==> src/rtl/serial_pattern_gen.sv <==
// rtl/serial_pattern_gen.sv - parallel-to-serial stimulus generator, MSB first, with bit stretch and word gap
//
// Purpose:
//   Accepts WIDTH-bit words over a valid/ready handshake and serializes them
//   MSB-first onto serial_out. Each bit is held BIT_CYCLES cycles, and every
//   word is followed by GAP_CYCLES cycles of IDLE_LEVEL.
//
// Ports:
//   clock        system clock, rising edge
//   reset        asynchronous active-high reset
//   load_valid   upstream word available on load_data
//   load_data    word to serialize, captured on accept
//   load_ready   block can accept a word this cycle (combinational)
//   serial_out   registered serial bit stream
//   serial_valid registered, high while serial_out carries a data bit
//   word_done    registered, high during the final cycle of the LSB
//   busy         registered, high whenever not IDLE
module serial_pattern_gen #(
  parameter int   WIDTH      = 8,
  parameter int   BIT_CYCLES = 1,
  parameter int   GAP_CYCLES = 2,
  parameter logic IDLE_LEVEL = 1'b0
) (
  input  logic             clock,
  input  logic             reset,
  input  logic             load_valid,
  input  logic [WIDTH-1:0] load_data,
  output logic             load_ready,
  output logic             serial_out,
  output logic             serial_valid,
  output logic             word_done,
  output logic             busy
);

  localparam int MAXC = (BIT_CYCLES > GAP_CYCLES) ? BIT_CYCLES : GAP_CYCLES;
  localparam int CW   = (MAXC > 1) ? $clog2(MAXC) : 1;
  localparam int IW   = $clog2(WIDTH);
  localparam bit HAS_GAP = (GAP_CYCLES > 0);

  localparam logic [CW-1:0] BIT_LAST = CW'(BIT_CYCLES - 1);
  localparam logic [CW-1:0] GAP_LAST = CW'((GAP_CYCLES > 0) ? GAP_CYCLES - 1 : 0);
  localparam logic [IW-1:0] IDX_TOP  = IW'(WIDTH - 1);

  typedef enum logic [1:0] {
    S_IDLE  = 2'd0,
    S_SHIFT = 2'd1,
    S_GAP   = 2'd2
  } state_t;

  state_t           state_q, state_d;
  logic [WIDTH-1:0] shreg_q, shreg_d;
  logic [IW-1:0]    bit_idx_q, bit_idx_d;
  logic [CW-1:0]    cnt_q, cnt_d;

  logic serial_out_q, serial_out_d;
  logic serial_valid_q, serial_valid_d;
  logic word_done_q, word_done_d;
  logic busy_q, busy_d;

  logic last_shift_cycle;
  logic last_gap_cycle;
  logic accept;

  assign last_shift_cycle = (state_q == S_SHIFT) && (bit_idx_q == '0) && (cnt_q == BIT_LAST);
  assign last_gap_cycle   = (state_q == S_GAP) && (cnt_q == GAP_LAST);

  // Ready opens in the final cycle of a frame so the next word follows with no bubble.
  assign load_ready = (state_q == S_IDLE) ||
                      (HAS_GAP ? last_gap_cycle : last_shift_cycle);
  assign accept     = load_valid && load_ready;

  always_comb begin
    state_d   = state_q;
    shreg_d   = shreg_q;
    bit_idx_d = bit_idx_q;
    cnt_d     = cnt_q;

    case (state_q)
      S_IDLE: begin
        if (accept) begin
          state_d   = S_SHIFT;
          shreg_d   = load_data;
          bit_idx_d = IDX_TOP;
          cnt_d     = '0;
        end
      end
      S_SHIFT: begin
        if (cnt_q == BIT_LAST) begin
          cnt_d = '0;
          if (bit_idx_q == '0) begin
            // End of word: the state transition wins, the index never wraps.
            if (HAS_GAP) begin
              state_d = S_GAP;
            end else if (accept) begin
              state_d   = S_SHIFT;
              shreg_d   = load_data;
              bit_idx_d = IDX_TOP;
            end else begin
              state_d = S_IDLE;
            end
          end else begin
            bit_idx_d = bit_idx_q - IW'(1);
          end
        end else begin
          cnt_d = cnt_q + CW'(1);
        end
      end
      S_GAP: begin
        if (cnt_q == GAP_LAST) begin
          cnt_d = '0;
          if (accept) begin
            state_d   = S_SHIFT;
            shreg_d   = load_data;
            bit_idx_d = IDX_TOP;
          end else begin
            state_d = S_IDLE;
          end
        end else begin
          cnt_d = cnt_q + CW'(1);
        end
      end
      default: begin
        state_d = S_IDLE;
        cnt_d   = '0;
      end
    endcase
  end

  // Outputs are derived from next-state so the registered copy lines up
  // with the cycle it describes.
  always_comb begin
    serial_valid_d = (state_d == S_SHIFT);
    serial_out_d   = (state_d == S_SHIFT) ? shreg_d[bit_idx_d] : IDLE_LEVEL;
    word_done_d    = (state_d == S_SHIFT) && (bit_idx_d == '0) && (cnt_d == BIT_LAST);
    busy_d         = (state_d != S_IDLE);
  end

  always_ff @(posedge clock or posedge reset) begin
    if (reset) begin
      state_q        <= S_IDLE;
      shreg_q        <= '0;
      bit_idx_q      <= '0;
      cnt_q          <= '0;
      serial_out_q   <= IDLE_LEVEL;
      serial_valid_q <= 1'b0;
      word_done_q    <= 1'b0;
      busy_q         <= 1'b0;
    end else begin
      state_q        <= state_d;
      shreg_q        <= shreg_d;
      bit_idx_q      <= bit_idx_d;
      cnt_q          <= cnt_d;
      serial_out_q   <= serial_out_d;
      serial_valid_q <= serial_valid_d;
      word_done_q    <= word_done_d;
      busy_q         <= busy_d;
    end
  end

  assign serial_out   = serial_out_q;
  assign serial_valid = serial_valid_q;
  assign word_done    = word_done_q;
  assign busy         = busy_q;

endmodule

==> config.mk <==
export PLATFORM = sky130hd
export DESIGN_NAME = serial_pattern_gen
export DESIGN_NICKNAME = d
export VERILOG_FILES = /design/src/rtl/serial_pattern_gen.sv
export SDC_FILE = /design/constraint.sdc
export NUM_CORES = 1
export LEC_CHECK = 0
export BUFFER_PORTS_ARGS = -buffer_cell sky130_fd_sc_hd__buf_4
export CAP_MARGIN = 40
export CORE_MARGIN = 3
export CORE_UTILIZATION = 45
export DETAILED_ROUTE_END_ITERATION = 8
export GPL_ROUTABILITY_DRIVEN = 1
export HOLD_SLACK_MARGIN = 0.1
export PLACE_DENSITY_LB_ADDON = 0.12
export SLEW_MARGIN = 25
export SYNTH_ARGS = -nofsm -noshare
export SYNTH_HDL_FRONTEND = slang
export SYNTH_SLANG_ARGS = --single-unit
==> constraint.sdc <==
create_clock -name clock -period 2.8 [get_ports clock]
set_input_delay 0.28 -clock clock [delete_from_list [all_inputs] [get_ports clock]]
set_output_delay 0.28 -clock clock [all_outputs]
set_load 0.02 [all_outputs]
### After elaboration in Yosys (flattened, before gate mapping)

Index checks and enable logic that the tools add are counted.

* add/sub/neg operators: 2
* bitwise gates (word level): 1
* reductions and logical operators: 9
* $lt $le $gt $ge: 1
* eq/ne operators: 3
* multiplexer cells: 21

Operators with widths (number)
* 8-bit two-way mux: 2
* 8-bit case mux with 2 select lines: 1
* 3-bit two-way mux: 4
* 3-bit case mux with 3 select lines: 1
* 2-bit two-way mux: 4
* 3-bit logical NOT: 2
* 1-bit two-way mux: 6
* 2-bit case mux with 3 select lines: 1
* 2-bit by 1-bit == test with 1-bit output, second input constant: 2
* 1-bit logical AND: 4
* 3-bit by 4-bit < comparator with 1-bit output, second input constant: 1
* 1-bit binary-select mux with 3-bit select: 1
* 1-bit case mux with 3 select lines: 1
* 3-bit by 1-bit subtractor with 3-bit output, second input constant: 1
* 2-bit == test, second input constant: 1
* 2-bit logical NOT: 1
* 2-bit nonzero test: 1
* 1-bit adder, second input constant: 1
* 1-bit logical OR: 1
* 1-bit NOT: 1

* register bits: 18
* output and inout port bits: 5
* input port bits: 11

### Longest topological paths before layout

* word-level depth: 10
* mapped depth: 8

### Worst setup path before layout

OpenSTA, ideal clock, no wires.

* path type: reg2reg
* start: register bit_idx_q[0]
* end: register serial_out_q, in the netlist serial_out
* arrival: 1982 ps
* period minus slack after synthesis: 2123 ps
* slack: 677 ps
* cell stages (with the launch flop): 9
* data required time: 2659 ps
* path through: dfrtp_1 inv_1 ha_1 nor2b_1 nor4b_4 nor3b_4 mux2_2 a22oi_1 a21oi_2

* longest elaborated chain between the ends: 7
* elaborated cells between the ends (all ways): 14
* those cells by class: 1 x add/sub; 1 x eq/ne; 11 x mux; 1 x reduce/logical

RTL lines
* from (decl): RTL line 52 `logic [IW-1:0] bit_idx_q, bit_idx_d;`
* from (signal assigned): RTL line 151 `bit_idx_q <= bit_idx_d;`
* 3-bit by 1-bit subtractor with 3-bit output or 3-bit logical NOT (tied branches): RTL line 102, 90
* 3-bit two-way mux: RTL line 90 `if (bit_idx_q == '0) begin`
* 3-bit two-way mux: RTL line 88 `if (cnt_q == BIT_LAST) begin`
* 3-bit case mux with 3 select lines *: RTL line 78 `case (state_q)`
* named net bit_idx_d[0]: RTL line 52
* 1-bit binary-select mux with 3-bit select *: RTL line 133 `serial_out_d = (state_d == S_SHIFT) ? shreg_d[bit_idx_d] : IDLE_LEVEL;`
* 1-bit two-way mux (implied by the code) *: RTL line 133
* 1-bit two-way mux *: RTL line 133
* named net serial_out_d: RTL line 55 `logic serial_out_q, serial_out_d;`
* to (signal assigned): RTL line 153 `serial_out_q <= serial_out_d;`
* to (decl): RTL line 55

Mark *: on every way through the listed nets, which the timed path passes. The rest lies on a longest branch. The select of a mux whose other input is x is not followed.

### Worst setup path in the final report

Ends and elaborated chain as after synthesis.

==> reports/metrics.cfg <==
[floorplan]
core-area_sq_um = 1802
io_pins = 16
initial_utilization_pct = 49.72
die_x_um = 50.62
fp.dieH_um = 50.62
dieArea_sq_um = 2562
fp-row-count = 15

[layout]
areaGrowthSynthToFinish_pct = 20.67
final_common_cell = dfrtp_1
antenna_cells = 0
fillers = 163
utilization_pct = 60.00
drive_gt1_share_pct = 36.08
layout.nets = 111
mostFrequentLayoutCells = dfrtp_1, buf_4, mux2_2, inv_1, nor2_1

[sta]
fmax_mhz = 430.0
relSlewSlack_pct = 52.60
finalMaxSlewViolations = 0
finalHoldViolCount = 0
finalClockSkew_ps = 4.081
setup-tns-final_ps = 0
post-route-period-util_pct = 83.06
worst_slack_ps = 474.4
rsz0062_at_grt = false
min_period_ps = 2326
setup_viol = 0
tightest_slew_ps = 703.6

[drt]
wl_per_cell_um = 12.20
drt_wl_total_mm = 1.488
via_count = 613
drt.antenna.violating_nets = 0
drt_pass1_iterations = 4
drt_iter0_markers = 13
routed_via_density = 5.025
drc = 0

[synth]
netlist_area_sq_um = 895.9
synthesis.instances = 78
ys_ff_latch = 18
synth_top_family_by_area = simple AND/OR/NAND/NOR gates
yosysSeqAreaShare_pct = 50.28
synth_cell_type_count = 29
syn_nets = 91
yosysWarnings = 0
synth_adder_area_share_pct = 2.793
synth_ff_type = dfrtp_1
synth_xor_area_share_pct = 0
synth_edf_count = 0
synth.mux.area_fraction_pct = 14.80
yosys.area_share.simple_pct = 17.60
synth-async-reset-ratio_pct = 100.0
syn_area_per_cell_sq_um = 11.49
synth_compound_area_share_pct = 11.03

[global_route]
grt_antenna_before_repair = 0
grtUsageTotal_pct = 12.94
grt_pass1_vias = 612
grt_pass1_wl_mm = 2.532
grt_max_degree = 19
grt.overflow.total = 0

[placed_design]
io_buffers = 15
gp_routability_congestion = 0.7582
place_ws_ps = 478.8
place_hpwl_mm = 1.139

[critical_path]
startpoint_type = flop
crit_path_end_kind = flop
arrival_ps = 2470
reg2reg_depth = 8
worst_path_max_delay_cell = dfrtp_1
critPathKind = reg2reg
worstPathMaxFanout = 6
critPathRequiredTime_ps = 2950
max_stage_delay_ps = 390
crit_path_cell_trace = inv_1, ha_1, nor2b_1, nor4b_4, nor3b_4, mux2_2, a22oi_1, a21oi_2

[min_path]
hold_class = in2reg
whs_path_depth = 2

[clocking]
htreeDepth = 1
clock-sinks = 18
root_buffer = clkbuf_4
cts_tree = yes
ctsLongestPathBuffers = 2
post_cts_resize_count = 0
insertion_delay_ps = 290
cts_setup_buffers = 0
clk_pin_slew_ps = 100
cts_buffers = 3

[power]
power.total_uw = 1207
powerDensity_nw_per_um2 = 1117
max-vdd-ir-drop_mv = 0.5611
leakage_uw = 0.0004955

[job]
cap_violations = 0

[status]
status = finished clean

-- cells by family (layout without fill, tap and decap cells) --
group | count (synthesis) | in the layout
AOI/OAI and AO/OA | 15 | 15
adders and majority gates | 2 | 2
buffers and inverters | 8 | 27
DFF | 18 | 18
muxes | 12 | 12
and+or+nand+nor | 23 | 23
-- metal layers --
layer	global-route usage, %	routed length (um)	vias up	share of wire, %
met1	16.23	733	284	49
met2	21.52	664	13	45
met4	5.381	27	0	1.8
li1	-	-	312	-
met3	2.671	62	4	4.2
met5	0	0	-	0
-- synth_stat cells, types with 2 or more instances --
master    number  area share (%)
a21oi_1        4             2.2
dfrtp_1       18              50
ha_1           2             2.8
inv_1          6             2.5
mux2_2        10              13
mux2i_1        2             2.2
nand2_1        2            0.84
nand2b_1       3             2.1
nor2_1         6             2.5
nor2b_1        2             1.4
nor3_1         2             1.1
o21ai_0        4             2.2
-- through the flow --
step                      hold slack [ps]  cells  cell area (sq um)
final                               238.8    122               1081
after floorplan                     218.6     78              895.9
after detailed placement            415.9    117               1035
after global placement              423.6    117               1035
after CTS                           230.1    122               1081
after global routing                222.9    122               1081
-- worst paths after layout --
check	from	end	slack (ps)
worst max-delay path	bit_idx_q[0]	serial_out	470
worst max register to register	bit_idx_q[0]	serial_out	470
max in group asynchronous	reset	shreg_q[0]	1730
worst min register to register	shreg_q[2]	shreg_q[2]	500
min in group asynchronous	reset	state_q[1]	640
worst min-delay path	load_data[5]	shreg_q[5]	240
-- flip-flops by register name (all words and copies together), names as in the netlist --
name          count
serial_out        1
cnt_q             1
state_q           2
word_done         1
bit_idx_q         3
busy              1
serial_valid      1
shreg_q           8
-- critical path: cells and delay by family (launching register included) --
kind                     cells  cell delay [ps]
AND/OR/NAND/NOR              3              810
flip-flops                   1              390
multiplexers                 1              370
AO/OA/AOI/OAI                2              270
adder cells (fa/ha/maj)      1              190
buffers and inverters        1              160
-- layout make-up --
| class | instances | area (sq um) | share of cell area [%] |
|---|---|---|---|
| multi-input combinational | 52 | 414.1 | 38.31 |
| timing repair buffer | 16 | 122.6 | 11.34 |
| inverter | 7 | 26.28 | 2.431 |
| tap | 25 | 31.28 | 2.894 |
| clock buffer | 4 | 36.28 | 3.356 |
| sequential | 18 | 450.4 | 41.67 |
-- repair_timing --
| action | in CTS | in global routing |
|---|---|---|
| hold buffers | 1 | 0 |
| endpoints found under the setup margin | 0 | 0 |
| hold endpoints to repair | 18 | 0 |
-- where the power goes --
part / switching (uW) / internal, uW / leakage (uW)
clock network: 74.8 / 79.1 / 0.0000210
logic: 320 / 310 / 0.000263
registers: 48.9 / 374 / 0.000212
Note: power is estimated with default switching activity, not from simulation.
